==> src/rtl/multicycle_chunk_adder.sv <==
// ---------------------------------------------------------------------------
// multicycle_chunk_adder
//
// Purpose:
//    Multi-cycle adder that computes S = A + B + Cin over WIDTH bits by adding
//    one CHUNK-bit slice per clock, least significant slice first. The carry
//    between slices lives in a register, so only a CHUNK-bit adder is built.
//    Operands are taken with a valid/ready handshake. The result is held with
//    out_valid until the consumer takes it with out_ready.
//
// Parameters:
//    WIDTH  operand/result width; must be a multiple of CHUNK
//    CHUNK  bits added per cycle; WIDTH/CHUNK must be at least 2
//
// Optional feature:
//    ADDSUB_EN  when defined, adds the Sub port. With Sub=1 the block latches
//               ~B and forces the carry-in to 1, giving S = A - B.
//
// Ports:
//    clk        rising-edge clock
//    rst        synchronous reset, active-high
//    in_valid   operands A/B/Cin (and Sub) are valid
//    in_ready   block can accept operands (IDLE only)
//    A, B       WIDTH-bit operands
//    Cin        carry into bit 0
//    Sub        subtract select (ADDSUB_EN builds only)
//    out_valid  S/Cout/V hold a finished result
//    out_ready  consumer accepts the result
//    S          WIDTH-bit sum
//    Cout       carry out of bit WIDTH-1
//    V          two's-complement overflow
// ---------------------------------------------------------------------------
module multicycle_chunk_adder #(
   parameter int WIDTH = 64,
   parameter int CHUNK = 16
) (
   input  logic             clk,
   input  logic             rst,
   input  logic             in_valid,
   output logic             in_ready,
   input  logic [WIDTH-1:0] A,
   input  logic [WIDTH-1:0] B,
   input  logic             Cin,
`ifdef ADDSUB_EN
   input  logic             Sub,
`endif
   output logic             out_valid,
   input  logic             out_ready,
   output logic [WIDTH-1:0] S,
   output logic             Cout,
   output logic             V
);

   localparam int NCHUNK = WIDTH / CHUNK;
   localparam int CW     = (NCHUNK > 1) ? $clog2(NCHUNK) : 1;
   localparam logic [CW-1:0] LAST = CW'(NCHUNK - 1);

   localparam logic [1:0] IDLE = 2'd0;
   localparam logic [1:0] RUN  = 2'd1;
   localparam logic [1:0] DONE = 2'd2;

   // Refuse to build a configuration the slice counter cannot handle.
   // Uneven slicing would leave the top bits unadded, and a single slice
   // would make the multi-cycle machinery pointless.
   generate
      if ((WIDTH % CHUNK) != 0 || (WIDTH / CHUNK) < 2) begin : g_bad_params
         $error("multicycle_chunk_adder: WIDTH must be a multiple of CHUNK with WIDTH/CHUNK >= 2");
      end
   endgenerate

   logic [1:0]       state;
   logic [CW-1:0]    count;
   logic             carry;
   logic [WIDTH-1:0] a_reg;
   logic [WIDTH-1:0] b_reg;
   logic [CHUNK:0]   slice_sum;
   logic [WIDTH-1:0] b_eff;
   logic             carry_in;

   // Operand conditioning at accept time. Subtraction is A + ~B + 1, so the
   // inverted operand and the forced carry are latched once. The slice loop
   // then never needs to know which operation is running.
`ifdef ADDSUB_EN
   always_comb begin
      b_eff    = Sub ? ~B : B;
      carry_in = Sub ? 1'b1 : Cin;
   end
`else
   always_comb begin
      b_eff    = B;
      carry_in = Cin;
   end
`endif

   // The one physical CHUNK-bit adder. It works on the slice that count
   // selects. The extra top bit is the carry into the next slice.
   always_comb begin
      slice_sum = {1'b0, a_reg[int'(count)*CHUNK +: CHUNK]}
                + {1'b0, b_reg[int'(count)*CHUNK +: CHUNK]}
                + {{CHUNK{1'b0}}, carry};
   end

   // The handshake outputs come straight from the state. in_ready therefore
   // falls on the accept edge, and out_valid rises with the final slice.
   always_comb begin
      in_ready  = (state == IDLE);
      out_valid = (state == DONE);
   end

   // Main sequencer. IDLE latches the operands, RUN adds one slice per clock,
   // and DONE holds the result until the consumer takes it. Reset aborts an
   // operation at any point, so a result is never produced. Overflow is
   // judged from the operand sign bits and the sign bit of the top slice
   // being written on the final edge.
   always_ff @(posedge clk) begin
      if (rst) begin
         state <= IDLE;
         count <= '0;
         carry <= 1'b0;
         a_reg <= '0;
         b_reg <= '0;
         S     <= '0;
         Cout  <= 1'b0;
         V     <= 1'b0;
      end else begin
         case (state)
            IDLE: begin
               if (in_valid) begin
                  a_reg <= A;
                  b_reg <= b_eff;
                  carry <= carry_in;
                  count <= '0;
                  state <= RUN;
               end
            end
            RUN: begin
               S[int'(count)*CHUNK +: CHUNK] <= slice_sum[CHUNK-1:0];
               carry <= slice_sum[CHUNK];
               count <= count + 1'b1;
               if (count == LAST) begin
                  Cout  <= slice_sum[CHUNK];
                  V     <= (a_reg[WIDTH-1] == b_reg[WIDTH-1]) &&
                           (slice_sum[CHUNK-1] != a_reg[WIDTH-1]);
                  state <= DONE;
               end
            end
            DONE: begin
               if (out_ready) begin
                  state <= IDLE;
               end
            end
            default: begin
               state <= IDLE;
            end
         endcase
      end
   end

endmodule

==> config.mk <==
export PLATFORM = sky130hd
export DESIGN_NAME = multicycle_chunk_adder
export DESIGN_NICKNAME = d
export VERILOG_FILES = /design/src/rtl/multicycle_chunk_adder.sv
export SDC_FILE = /design/constraint.sdc
export NUM_CORES = 1
export LEC_CHECK = 0
export ABC_AREA = 0
export CORE_AREA = 2 2 174 176
export DETAILED_ROUTE_END_ITERATION = 12
export DIE_AREA = 0 0 176 178
export PLACE_DENSITY_LB_ADDON = 0.25
export SLEW_MARGIN = 20
export SYNTH_ARGS = -nofsm -noshare
export SYNTH_HDL_FRONTEND = slang
export SYNTH_SLANG_ARGS = --single-unit
==> constraint.sdc <==
create_clock -name clk -period 4.5 [get_ports clk]
set_input_delay 0.9 -clock clk [delete_from_list [all_inputs] [get_ports clk]]
set_output_delay 0.9 -clock clk [all_outputs]
set_load 0.05 [all_outputs]
==> metrics.csv <==
metric,value,unit
status,"complete, no violations",
first-pass GRT wire length,42000,um
fmax,0.246,GHz
DRT iter0 DRCs,546,
cell row count,63,
share of cells above drive strength 1,7.06,%
class of the worst hold path,reg -> reg,
"critical path fanouts, max",15,
largest net degree at the start of global routing,120,
grt ovf,0,
Placer Congestion,0.812,
crit share post-route,90.2,%
fin area,11600,um^2
input/output buffers,200,
# Max-Cap Violations,0,
clk_skew,16.2,ps
DRT Pass-1 Iters,4,
Via density,4.98,
DR DRC count,0,
placed cells,1521,
"Clk Latency, worst-skew pair",440,ps
initial antenna violation count,0,
Die H,178,um
Initial Util,29.6,%
count of final hold-check violations,0,
Root Driver,clkbuf_16,
worst setup path category,reg -> reg,
WL/cell,17.8,um
flop-to-flop setup slack,440,ps
fin crit period,4060,ps
hold path startpoint,a_reg[36],
Worst-Margin Slew,1020,ps
Yosys reg bits,199,
Clock Sinks,199,
Setup TNS,0,ps
Cell variety after synth,46,
Post-Syn Instances,1001,
WP data required,4830,ps
cts hold-fix bufs,0,
ys async rst share,0,%
Setup crit start kind,flip-flop,
leakage power,4.29,nW
Syn Std Cell Area,8690,um^2
R2R cell count,9,
origin of the worst setup path,count[0],
n_diodes,0,
H-tree depth,4,
relative slew slack,31.6,%
CORE AREA,29400,um^2
"Top FF cell, synth",dfxtp_1,
post-place instance area,11000,um^2
PD cells,358,nW/um^2
Slew Limit Fails,0,
Die ar.,31300,um^2
final setup vio count,0,
DR vias,7723,
Reg-to-Reg End,S[46],
synth warn,0,
CP endpoint kind,flip-flop,
CTS tree,built,
post-synth net total,1157,
chip width,176,um
hold endpoint,a_reg[36],
hpwl dp,20000,um
"Seq/Total Area, Yosys",45.8,%
Layout area overhead,33.5,%
average size of a mapped cell,8.69,um^2
Post-CTS Setup Inserts,0,
Clock transition at path regs,70,ps
post-route ant nets,0,
"EDFF count, synth",0,
I/O Pins,201,
vias in the first global route,7450,
TritonCTS Buffers,17,
maximum VDD drop,0.246,mV
Post-Layout Cell Count,1552,
CTS-repair resized insts,0,
GRT Resource Usage Total,17.6,%
clk buf depth,2,
routed wire length,27600,um
CP Data Arrival Time,4380,ps
RSZ-0062 raised after global routing,false,
Worst R2R Start,count[0],
WHS Path Cells,2,
final net count,1306,
[placed cells by master (no fill, tap or decap), types with 3 or more instances in the layout]
| master | count |
|---|---|
| buf_12 | 3 |
| nand3b_1 | 5 |
| a22oi_1 | 29 |
| buf_4 | 5 |
| nand2_1 | 267 |
| nor3_1 | 26 |
| ha_1 | 21 |
| nor2b_1 | 16 |
| nand4_1 | 5 |
| clkbuf_16 | 17 |
| xor2_1 | 5 |
| nor2_1 | 56 |
| o21ai_0 | 7 |
| inv_6 | 3 |
| bufinv_16 | 3 |
| clkdlybuf4s50_1 | 199 |
| or4_1 | 6 |
| o21a_1 | 5 |
| o311ai_0 | 5 |
| nor4_1 | 5 |
| a211oi_1 | 3 |
| mux4_2 | 32 |
| clkinv_4 | 4 |
| nand2b_1 | 4 |
| inv_1 | 7 |
| a22o_1 | 16 |
| a21oi_1 | 147 |
| a21o_1 | 12 |
| xnor2_1 | 3 |
| dfxtp_1 | 197 |
| a221o_1 | 15 |
[Yosys cell counts, types with 2 or more instances]
master / number / area share (%)
buf_2: 8 / 0.46
nand3_1: 2 / 0.12
o211a_1: 2 / 0.23
inv_1: 7 / 0.30
a22o_1: 16 / 1.6
a21o_2: 2 / 0.20
buf_1: 8 / 0.35
o211ai_1: 2 / 0.17
nand2b_1: 4 / 0.29
nand2_1: 268 / 12
or4_1: 6 / 0.52
nand3b_1: 5 / 0.43
nor4_1: 5 / 0.36
ha_1: 21 / 3.0
o311ai_0: 5 / 0.50
a221o_1: 15 / 1.7
xnor2_1: 3 / 0.30
nor2b_1: 16 / 1.2
fa_1: 2 / 0.46
o21ai_0: 7 / 0.40
a211oi_1: 3 / 0.26
a21oi_1: 147 / 8.5
nand4_1: 5 / 0.36
a22oi_1: 29 / 2.5
and2_1: 3 / 0.22
clkbuf_1: 62 / 2.7
a21o_1: 12 / 1.0
dfxtp_1: 199 / 46
xor2_1: 5 / 0.50
o21a_1: 5 / 0.43
nor2_1: 56 / 2.4
mux4_2: 32 / 8.3
nor3_1: 26 / 1.5
[stage by stage]
step | setup slack (ps) | util [%] | total power [mW] | hold slack, ps
after global routing | 133 | 39.5 | 4.33 | 467
after global placement | 627 | 37.4 | 2.58 | 440
after floorplan | 728 | - | 2.30 | 433
final | 443 | 39.5 | 4.16 | 451
after detailed placement | 536 | 37.4 | 2.59 | 443
after CTS | 515 | 39.5 | 4.20 | 454
[worst max-delay path by stage]
stage                 end  slack [ps]  cells after the start
floorplan           S[30]         730                     11
global placement    S[30]         630                      9
detailed placement  S[46]         540                      9
CTS                 S[30]         510                      9
global route        S[46]         130                      9
finish              S[46]         440                      9
[where the power goes]
part	switching (mW)	internal [mW]
Clock	0.727	0.889
Sequential	0.0524	1.84
Combinational	0.375	0.273
[layout make-up]
type,instances,area (um^2)
Clock buffer,17,425
Clock inverter,14,189
Fill cell,2955,17800
Inverter,7,26.3
Multi-Input combinational cell,717,4390
Sequential cell,199,3990
Tap cell,390,488
Timing Repair Buffer,208,2100
[worst max-delay path, cell delays in order (launching register included)]
cell and delay (ps):
dfxtp_2 620, mux4_2 580, fa_1 460, fa_1 450
a211oi_1 420, o21ai_0 230, a31o_2 270, a21oi_1 520
nor4_1 110, a221o_1 280
[cells by family (layout without fill, tap and decap cells)]
kind of cell / Yosys count / after routing / synth area share (%)
buffers and inverters: 85 / 246 / 3.78
multiplexers: 32 / 32 / 8.29
adder cells (fa/ha/maj): 23 / 23 / 3.48
flip-flops: 199 / 199 / 45.8
XOR/XNOR: 8 / 8 / 0.806
AND/OR/NAND/NOR: 398 / 398 / 19.2
AO/OA/AOI/OAI: 256 / 256 / 18.7
[metal layers]
layer | GRT usage [%] | vias to the layer above | part of all wire (%)
met5 | 0 | - | 0
met4 | 4.75 | 0 | 1.4
met3 | 3.20 | 22 | 4.4
met2 | 29.3 | 208 | 48
met1 | 23.7 | 3689 | 47
li1 | - | 3804 | -
(Power assumes the default switching activity.)
